==> src/rtl/alu_arbiter.sv <==
// Execute-stage controller: round-robin shares one add/sub/and/xor ALU between two
// requesters, registers the result behind a valid/ready channel and keeps the Y86 CC.
module alu_arbiter #(
    parameter int WIDTH = 32
) (
    input  logic             clk,
    input  logic             reset,
    input  logic             r0_valid,
    output logic             r0_ready,
    input  logic [3:0]       r0_ifun,
    input  logic [WIDTH-1:0] r0_a,
    input  logic [WIDTH-1:0] r0_b,
    input  logic             r0_set_cc,
    input  logic             r1_valid,
    output logic             r1_ready,
    input  logic [3:0]       r1_ifun,
    input  logic [WIDTH-1:0] r1_a,
    input  logic [WIDTH-1:0] r1_b,
    output logic             res_valid,
    input  logic             res_ready,
    output logic             res_id,
    output logic [WIDTH-1:0] res_val,
    output logic             res_err,
    output logic [2:0]       cc
);

    localparam logic [0:0] IDLE = 1'b0;
    localparam logic [0:0] HOLD = 1'b1;

    logic [0:0]       state;
    logic             last_grant;
    logic             can_accept;
    logic             grant0;
    logic             grant1;
    logic             accept;
    logic             sel;
    logic [3:0]       sel_ifun;
    logic [WIDTH-1:0] sel_a;
    logic [WIDTH-1:0] sel_b;
    logic [WIDTH-1:0] y;
    logic             illegal;
    logic             of_flag;
    logic             cc_write;

    always_comb begin
        can_accept = (state == IDLE) || res_ready;
        // On a tie the port that did not win last time is granted.
        grant0     = r0_valid && (!r1_valid || last_grant);
        grant1     = r1_valid && (!r0_valid || !last_grant);
        r0_ready   = can_accept && grant0;
        r1_ready   = can_accept && grant1;
        accept     = r0_ready || r1_ready;
        sel        = grant1;
        sel_ifun   = sel ? r1_ifun : r0_ifun;
        sel_a      = sel ? r1_a : r0_a;
        sel_b      = sel ? r1_b : r0_b;
        illegal    = (sel_ifun > 4'd3);
    end

    always_comb begin
        y       = '0;
        of_flag = 1'b0;
        case (sel_ifun)
            4'd0: begin
                y       = sel_b + sel_a;
                of_flag = (sel_a[WIDTH-1] == sel_b[WIDTH-1]) && (y[WIDTH-1] != sel_b[WIDTH-1]);
            end
            4'd1: begin
                y       = sel_b - sel_a;
                of_flag = (sel_a[WIDTH-1] != sel_b[WIDTH-1]) && (y[WIDTH-1] != sel_b[WIDTH-1]);
            end
            4'd2:    y = sel_b & sel_a;
            4'd3:    y = sel_b ^ sel_a;
            default: y = '0;
        endcase
        cc_write = accept && !sel && r0_set_cc && !illegal;
    end

    always_ff @(posedge clk) begin
        if (reset) begin
            state      <= IDLE;
            last_grant <= 1'b1;
            res_val    <= '0;
            res_id     <= 1'b0;
            res_err    <= 1'b0;
            cc         <= 3'b100;
        end else begin
            if (accept) begin
                state      <= HOLD;
                last_grant <= sel;
                res_val    <= y;
                res_id     <= sel;
                res_err    <= illegal;
            end else if (state == HOLD && res_ready) begin
                state <= IDLE;
            end
            if (cc_write) begin
                cc <= {(y == '0), y[WIDTH-1], of_flag};
            end
        end
    end

    always_comb begin
        res_valid = (state == HOLD);
    end

endmodule

==> config.mk <==
export PLATFORM = sky130hd
export DESIGN_NAME = alu_arbiter
export DESIGN_NICKNAME = d
export VERILOG_FILES = /design/src/rtl/alu_arbiter.sv
export SDC_FILE = /design/constraint.sdc
export NUM_CORES = 1
export LEC_CHECK = 0
export ABC_AREA = 1
export ABC_CLOCK_PERIOD_IN_PS = 3800
export CAP_MARGIN = 20
export CORE_UTILIZATION = 40
export CTS_BUF_LIST = sky130_fd_sc_hd__clkbuf_8
export CTS_CLUSTER_SIZE = 28
export DETAILED_ROUTE_END_ITERATION = 7
export GPL_TIMING_DRIVEN = 1
export PLACE_DENSITY = 0.66
export SKIP_CTS_REPAIR_TIMING = 1
export SLEW_MARGIN = 10
export SYNTH_ARGS = -nofsm -noshare
export SYNTH_HDL_FRONTEND = slang
export SYNTH_SLANG_ARGS = --single-unit
==> constraint.sdc <==
create_clock -name clk -period 3.8 [get_ports clk]
set_input_delay 0.57 -clock clk [delete_from_list [all_inputs] [get_ports clk]]
set_output_delay 0.57 -clock clk [all_outputs]
set_load 0.01 [all_outputs]
==> metrics.txt, run 1 <==
outcome completed; Synth Register Bits 39; Ant. Diodes 0; WP data arrival roughly 3.9 ns; drt pass-1 iters 6; Clock transition at path regs around 0.090 ns; cells after synthesis 1,611; max_cap viols 0; final hold violations 0; clk_lat worst skew roughly 0.30 ns; final slew viol count 0; # IOs 182; DP Wirelength roughly 31,000 um; # setup viols final 0; number of nets in the layout 2,235; Placer Congestion around 1.0; worst slew pin tran 0.938 ns; Max VDD drop approximately 0.2 mV; initial antenna violation count 0; Longest Clk Path Bufs 2; LEAKAGE roughly 7.2 nW; Placeable Area a little under 20,000 um2; Die ar. 20,900 um2; syn nets around 1,800; Die X approximately 140 um; starting density of the core 41.3%; critical path class in -> reg; DRC Markers 0; CP Launch Type input pin; Die Y roughly 140 um; Final Instance Area between 10,000 and 15,000 um2; first-pass GRT wire length about 55,000 um; CTS tree built; Seq/Total Area, Yosys ~9.6%; drt total wl between 30,000 and 40,000 um; GRT overflow 0; Vias/cell about 5; setup TNS 0 ns; Place WS -0.453 ns; fmax roughly 0.28 GHz; clock buffer count from CTS 5; worst hold path type reg -> reg; total track usage between 30% and 40%; Post-DRT Antenna Nets 0; Post-Synthesis Cell Area 8120 um2; vias in the first global route 10,872; # clock sinks 39; total power approximately 3.7 mW; Slew HR 37.1%; mean area per synthesized cell between 5 and 6 um2; PD cells about 280 nW/um2; post-layout min period approximately 3.6 ns; share of cells above drive strength 1 a little under a quarter; vias 11,759; kind of end point of the critical path flop; fin cells between 2,000 and 2,500; largest net degree at the start of global routing 58; port buffer count about 180; CTS H-tree depth 2; Clock Skews about 0.0076 ns; WL/cell ~16 um; CTS root buffer clkbuf_8; Area Overhead vs Synth 60.7%; worst setup margin roughly 0.18 ns; Cells after DPL about 2,300; Ys Warns 0; Row Count 51; Initial DRC Count 939; Critical Path RT about 4.0 ns; fin crit share 95.3%; distinct cell type count after synthesis 38; placed cell areas 12,200 um2; worst-path maximum fanout 57; FILL cells between 1,500 and 2,000
cell families (layout without fill, tap and decap cells):
group / Yosys count / in the layout / share of synthesized area (%)
fa+ha+maj: 66 / 66 / 10.4
buf+inv: 361 / 778 / 17.5
flops: 39 / 39 / 9.62
xor+xnor: 2 / 2 / 0.216
simple gates: 944 / 944 / 48.3
compound gates: 199 / 199 / 14.0
power breakdown:
| group | internal, mW | leakage [nW] | switching, mW | total, mW |
|---|---|---|---|---|
| sequential | 0.451 | 0.322 | 0.0241 | 0.475 |
| combinational | 1.28 | 6.85 | 1.59 | 2.87 |
| clock | 0.196 | 0.0581 | 0.163 | 0.358 |
cell type report:
type | count | area, um2 | area share, %
multi-input combinational | 1211 | 6560 | 50.3
timing repair buffer | 469 | 4120 | 31.6
inverter | 301 | 1130 | 8.69
sequential | 39 | 781 | 5.99
tap | 265 | 332 | 2.54
clock buffer | 5 | 68.8 | 0.528
clock inverter | 3 | 43.8 | 0.336
synthesized netlist by cell type:
master | n | area share [%]
nand4_1 | 18 | 1.4
buf_1 | 4 | 0.18
nand2_4 | 4 | 0.55
buf_6 | 3 | 0.42
a21o_1 | 2 | 0.18
nor4_1 | 3 | 0.23
nand3_2 | 1 | 0.12
and3_1 | 4 | 0.31
a31oi_1 | 2 | 0.15
clkbuf_1 | 20 | 0.92
nand3_1 | 155 | 9.6
nor2_2 | 3 | 0.23
buf_2 | 32 | 2.0
a21boi_0 | 1 | 0.093
dfxtp_1 | 39 | 9.6
clkinv_1 | 1 | 0.046
and2_1 | 1 | 0.077
o22ai_1 | 4 | 0.31
nor2_4 | 1 | 0.14
nor2_1 | 130 | 6.0
nand2_2 | 3 | 0.23
nand2_1 | 590 | 27
xor2_1 | 2 | 0.22
a22oi_1 | 17 | 1.6
inv_1 | 295 | 14
nand3b_1 | 5 | 0.46
inv_2 | 5 | 0.23
ha_1 | 64 | 9.9
o211ai_1 | 11 | 1.0
fa_1 | 2 | 0.49
a21oi_1 | 59 | 3.6
o21bai_1 | 22 | 2.0
o21ai_1 | 1 | 0.062
or2_2 | 5 | 0.39
o21ai_0 | 80 | 4.9
nor3_1 | 20 | 1.2
buf_4 | 1 | 0.093
and2_0 | 1 | 0.077
layer usage:
metal | vias to the layer above | part of all wire (%) | track usage [%] | routed length (um)
met1 | 5368 | 41 | 39.8 | 15300
met5 | - | 0 | 0 | 0
li1 | 5834 | - | - | -
met4 | 0 | 5.6 | 18.1 | 2100
met2 | 444 | 48 | 61.6 | 17900
met3 | 113 | 6.1 | 5.17 | 2280
cell usage in the layout (no fill, tap or decap), types with 5 or more instances in the layout:
master           instances
a21oi_1                 43
a21oi_2                 15
a22oi_1                 17
buf_12                   7
buf_4                  277
clkbuf_8                 5
clkdlybuf4s50_1        180
dfxtp_1                 39
ha_1                    41
ha_2                     6
ha_4                    17
inv_1                  291
inv_2                    8
nand2_1                549
nand2_2                 44
nand3_1                139
nand3_2                 17
nand3b_1                 5
nand4_1                 18
nor2_1                  98
nor2_2                  32
nor3_1                  13
nor3_2                   7
o211ai_1                11
o21ai_0                 69
o21ai_1                 11
o21bai_1                22
state kept, by name, summed over array words and instances, names as in the netlist:
name / count
cc: 3
last_grant: 1
res_err: 1
res_valid: 1
res_id: 1
res_val: 32
worst max-delay path, stage by stage:
cell and delay [ns]:
clkdlybuf4s50_1 0.52, nand2_4 0.10, buf_16 0.20, o21ai_0 0.46, ha_4 0.30, buf_4 0.15
nand2_1 0.05, nand2_1 0.11, inv_1 0.08, nand2_1 0.07, buf_4 0.13, nand2_1 0.04
nand3b_1 0.18, nand2_1 0.14, nand3_1 0.07, nand3_1 0.10, nand3_2 0.10, nor2_1 0.12
nand2_1 0.07, nor2_2 0.13, nand3_1 0.09, nand2_1 0.06
metrics by stage:
step	utilization, %	hold slack (ns)
after floorplan	-	0.480
after global placement	61.9	0.450
after detailed placement	61.9	0.455
after CTS	62.5	0.468
after global routing	66.3	0.507
final	66.3	0.468
path summary, 6_finish.rpt:
path | slack [ns] | cells after the start | endpoint | startpoint
min | 0.47 | 2 | res_id | res_id
max reg2reg | 0.53 | 23 | cc[2] | last_grant
min reg2reg | 0.47 | 2 | res_id | res_id
max | 0.18 | 22 | cc[2] | r1_valid
Note: power is estimated with default switching activity, not from simulation.
==> run 2, diff against run 1 <==
CTS_CLUSTER_SIZE = 40   (was 28)
DONT_BUFFER_PORTS = 1   (was unset)
PLACE_DENSITY = unset   (was 0.66)
==> metrics.txt, run 2 (same netlist as run 1, synthesis figures left out) <==
DRC Markers 0 (unchanged); port buffer count 0 (-100%); starting density of the core 41.3% (unchanged); initial antenna violation count 0 (unchanged); final hold violations 0 (unchanged); WL/cell 17.4 um (+6.4%); kind of end point of the critical path flop; PD cells 315 nW/um2 (+11%); LEAKAGE 5.53 nW (-24%); WP data arrival 3.75 ns (-0.12 ns); Longest Clk Path Bufs 2 (unchanged); Regs by FF count res_val: 32 flops, cc: 3 flops; outcome completed; # setup viols final 0 (unchanged); CP Launch Point last_grant; vias in the first global route 9,269 (-15%); Post-DRT Antenna Nets 0 (unchanged); Clock Skews 0.00706 ns (-0.000516 ns); setup TNS 0 ns (unchanged); Critical Path RT 4.04 ns (about the same); # clock sinks 39 (unchanged); worst reg2reg setup slack 0.29 ns (-0.24 ns); hold_ws 0.329 ns (-0.138 ns); Area Overhead vs Synth 12.6%; fmax 0.285 GHz (+3.2%); FILL cells 2,330 (+21%); leading cell types in the layout, fill and taps excluded 590 x nand2_1, 295 x inv_1, 154 x nand3_1, 130 x nor2_1, 100 x buf_4; worst hold path type in -> reg; GRT overflow 0 (unchanged); worst slew pin tran 0.920 ns (-0.0181 ns); Vias/cell 5.22 (+1.9%); clk_lat worst skew 0.29 ns (about the same); CTS root buffer clkbuf_8; Cells after DPL 1,921 (-16%); Largest register FFs 32 (unchanged); clock buffer count from CTS 5 (unchanged); Placeable Area 19,700 um2 (unchanged); drt pass-1 iters 6 (unchanged); drt total wl 33,600 um (-11%); critical path class reg -> reg; CTS H-tree depth 2 (unchanged); CP Launch Type flop; Die X 144 um (unchanged); Ant. Diodes 0 (unchanged); r2r startpoint last_grant; total track usage 32.2% (-2.5 points); first-pass GRT wire length 50,700 um (-7.5%); reg2reg path depth 22 (-4.3%); Biggest register res_val; CP dominant cell by count nand2_1; FF/Latch Area 781 um2 (unchanged); vias 10,077 (-14%); CTS tree built; area of the multi-input gates 5930 um2 (-9.6%); DP Wirelength 28,700 um (-7.8%); hold path depth 1 (-1); Crit-path slowest cell nor2_1; WHS Endpoint res_id; Slew HR 38.3% (+1.2 points); Max VDD drop 0.185 mV (-7.1%); Die Y 144 um (unchanged); fin cells 1,929 (-16%); Clock transition at path regs 0.09 ns (about the same); Row Count 51 (unchanged); Placer Congestion 1.00 (-3.2%); share of cells above drive strength 1 8.35% (-14 points); CP cell instances nand2_1 > nand2_4 > inv_1 > buf_4 > buf_12 > nand2_1 > nand2_1 > ha_1 > nor2_1 > nand2_1 > nor3_1 > buf_4 > nand3_1 > nand3_1 > nand2_1 > nand3_1 > nand3_1 > nor2_1 > nand2_1 > nor2_1 > nand3_1 > nand2_1; worst r2r dst cc[2]; number of nets in the layout 1,871 (-16%); RSZ-0062 raised after global routing no; min-delay src reset; fin crit share 92.3% (-3.0 points); largest net degree at the start of global routing 48 (-17%); # IOs 182 (unchanged); Initial DRC Count 742 (-21%); post-layout min period 3.51 ns (-0.114 ns); max_cap viols 0 (unchanged); CP peak stage delay 0.42 ns (-0.10 ns); commonest non-fill, non-tap cell in the layout nand2_1; worst-path maximum fanout 18 (-68%); Die ar. 20,900 um2 (unchanged); final slew viol count 0 (unchanged); total power 2.88 mW (-22%)
==> run 2: layer usage <==
layer / track usage (%) / share of wire, % / vias to the layer above / wire length, um
met1: 38.6 / 42 / 4527 / 14000
li1: - / - / 5105 / -
met5: 0 / 0 / - / 0
met4: 11.9 / 3.8 / 0 / 1270
met2: 58.4 / 49 / 393 / 16300
met3: 3.48 / 5.9 / 52 / 1970
==> run 2: layout make-up <==
type	count	share of cell area (%)
Tap cell	265	3.63
Multi-Input combinational cell	1211	64.9
Inverter	301	12.4
Timing Repair Buffer	105	9.31
Sequential cell	39	8.54
Clock inverter	3	0.507
Clock buffer	5	0.753
==> run 2: power breakdown <==
| part | leakage [nW] | internal (mW) | total (mW) | switching (mW) |
|---|---|---|---|---|
| combinational | 5.15 | 0.692 | 2.02 | 1.33 |
| sequential | 0.322 | 0.451 | 0.501 | 0.0499 |
| clock | 0.0548 | 0.198 | 0.359 | 0.161 |
==> run 2: critical path: cells and delay by family (launching register included) <==
kind          cells  cell delay, ns
flops             1            0.34
simple gates     17            2.23
buf+inv           4            0.52
fa+ha+maj         1            0.32
==> run 2: worst max-delay path by stage <==
stage / to / cells after the start / slack, ns
2_1_floorplan: cc[2] / 24 / 0.47
3_3_place_gp: cc[2] / 22 / 0.07
3_5_place_dp: cc[2] / 22 / 0.1
4_1_cts: cc[2] / 23 / 0.30
5_1_grt: cc[2] / 22 / 0.01
6_report: cc[2] / 22 / 0.29
==> run 2: stage by stage <==
step	instance area, um2	utilization, %	worst slack, ns
2_1_floorplan	8120	-	0.467
3_3_place_gp	9010	45.8	0.0744
3_5_place_dp	9010	45.8	0.0982
4_1_cts	9120	46.4	0.303
5_1_grt	9140	46.5	0.0101
6_report	9140	46.5	0.291
==> RTL change (config.mk and constraints of run 1) <==
Set the parameter `WIDTH` to 64 (it was 32).
--- a/src/rtl/alu_arbiter.sv
+++ b/src/rtl/alu_arbiter.sv
@@ -2,5 +2,5 @@
 // requesters, registers the result behind a valid/ready channel and keeps the Y86 CC.
 module alu_arbiter #(
-    parameter int WIDTH = 32
+    parameter int WIDTH = 64
 ) (
     input  logic             clk,
Interface: changed (5 resized); port bits go from 182 to 342. The function was not compared with the original's and may differ.
==> RTL change against run 1 <==
- power grew to 2.6 times the old value
- design area is 140% higher
- core utilization is 12 points higher
- die area is 100% higher
- clock power is 78% higher
- sequential cell count is 32 higher
- synthesized area is 100% higher
- the run now ends with DRC, setup timing left
- worst hold slack better by 7.7 ps
- routed wire length grew to 3.0 times the old value
- worst setup slack worse by 480 ps
- highest routed layer unchanged
- synthesized cell count is 99% higher
- first-iteration DRC count grew to 4.0 times the old value
==> RTL change: results (changes against run 1) <==
DR pass1 iterations 8 (+2); largest cells by area after synthesis nand2_1 (19%), inv_1 (12%), ha_1 (9.7%); Worst Hold Class register to register; Worst-path clk slew 90 ps (about the same); antenna cell count 0 (unchanged); P_leak 15.2 nW (+110%); pin count of the biggest net entering global routing 67 (+16%); Largest regs res_val x64, cc x3; top post-synthesis cells by count nand2_1 (851), inv_1 (538), nor2_1 (406); Tot GR Track Use 43.8% (+9.2 points); crit path DAT 4420 ps (+550 ps); DRT iter0 DRCs 3766 (+300%); Worst Path Max Fanout 7 (-88%); vias in the first global route 24839 (+130%); clk_skew 11.9 ps (+4.31 ps); htree depth 3 (+1); Setup WS post-layout -300 ps (-477 ps); violated checks DRC, setup timing; CTS Buf Count 9 (+4); drt via density 5.89 (+15%); Max IR drop VDD 0.000215 V (+8.0%); Total Neg Setup Slack -1760 ps (-1760 ps); library cells used by synthesis 50 (+32%); Mapped Nets 3600 (+98%); Worst-Margin Slew 617 ps (-321 ps); Residual DRC 4 (+4); clock root buffer clkbuf_8; max_cap viols 0 (unchanged); Worst-Skew Late Latency 370 ps (+70 ps); gpl congestion 1.20 (+16%); synth warn 0 (unchanged); Placed Area 0.0264 mm2 (+120%); CP max stage delay 380 ps (-140 ps); Setup-failing EPs final 20 (+20); Detailed Route WL 111 mm (+200%); Async SR Flop Fraction 0% (unchanged); via count 28774 (+140%); placed insts 4781 (+110%); Final Net Count 4758 (+110%); # port buffers 341 (+88%); first-pass GRT wire length 139 mm (+150%); CTS Buffer Depth 2 (unchanged); share of cells above drive strength 1 39.0% (+16 points); hpwl dp 82.5 mm (+170%); Mapped Cells 3201 (+99%); initial antenna violation count 1 (+1); post-synthesis sequential area ratio 8.64% (-0.98 points); crit path max-delay cell type dfxtp_4; status finished with violations
## RTL change: cell type report
| class | count | area, um2 |
|---|---|---|
| flip-flops and latches | 71 | 1430 |
| fillers | 2890 | 8790 |
| repair buffers | 1262 | 11000 |
| clock buffers | 10 | 138 |
| clock inverters | 6 | 68.8 |
| inverters | 542 | 2050 |
| multi-input cells | 2473 | 16100 |
| well taps | 525 | 657 |
## RTL change: layer usage
layer	global-route usage, %	wire length (um)	up-vias
li1	-	-	12611
met1	58.1	40400	13193
met2	64.8	45400	2354
met3	13.5	17000	616
met4	18.7	8030	0
met5	0	0	-
## RTL change: path summary, 6_finish.rpt
path	from	end	slack, ps	cells after the start
max reg2reg	last_grant	cc[2]	-300	30
min reg2reg	cc[0]	cc[0]	480	2
max	last_grant	cc[2]	-300	30
min	cc[0]	cc[0]	480	2
## RTL change: worst max-delay path, delay by kind of cell, from the launching register on
family | cells | cell delay, ps
buf+inv | 5 | 700
flops | 1 | 380
fa+ha+maj | 1 | 330
simple gates | 24 | 2640
## RTL change: logic make-up (layout without fill, tap and decap cells)
logic type	count (synthesis)	after routing	synth area share [%]
DFF	71	71	8.64
buffers and inverters	660	1820	15.8
xor gates and xnor gates	2	2	0.106
adders and majority gates	129	129	9.90
and+or+nand+nor	1704	1707	43.8
AOI/OAI and AO/OA	635	635	21.8
## RTL change: report_power, final
part	internal (mW)	switching [mW]	leakage (nW)
sequential	0.823	0.0437	0.586
clock	0.324	0.314	0.103
combinational	3.54	4.49	14.6
## RTL change: stage by stage
stage,total power [mW],setup WS [ps]
detailed placement,6.96,-1190
finish,9.54,-300
floorplan,3.53,9.38
CTS,7.61,-829
global placement,6.87,-1210
global route,9.87,-344
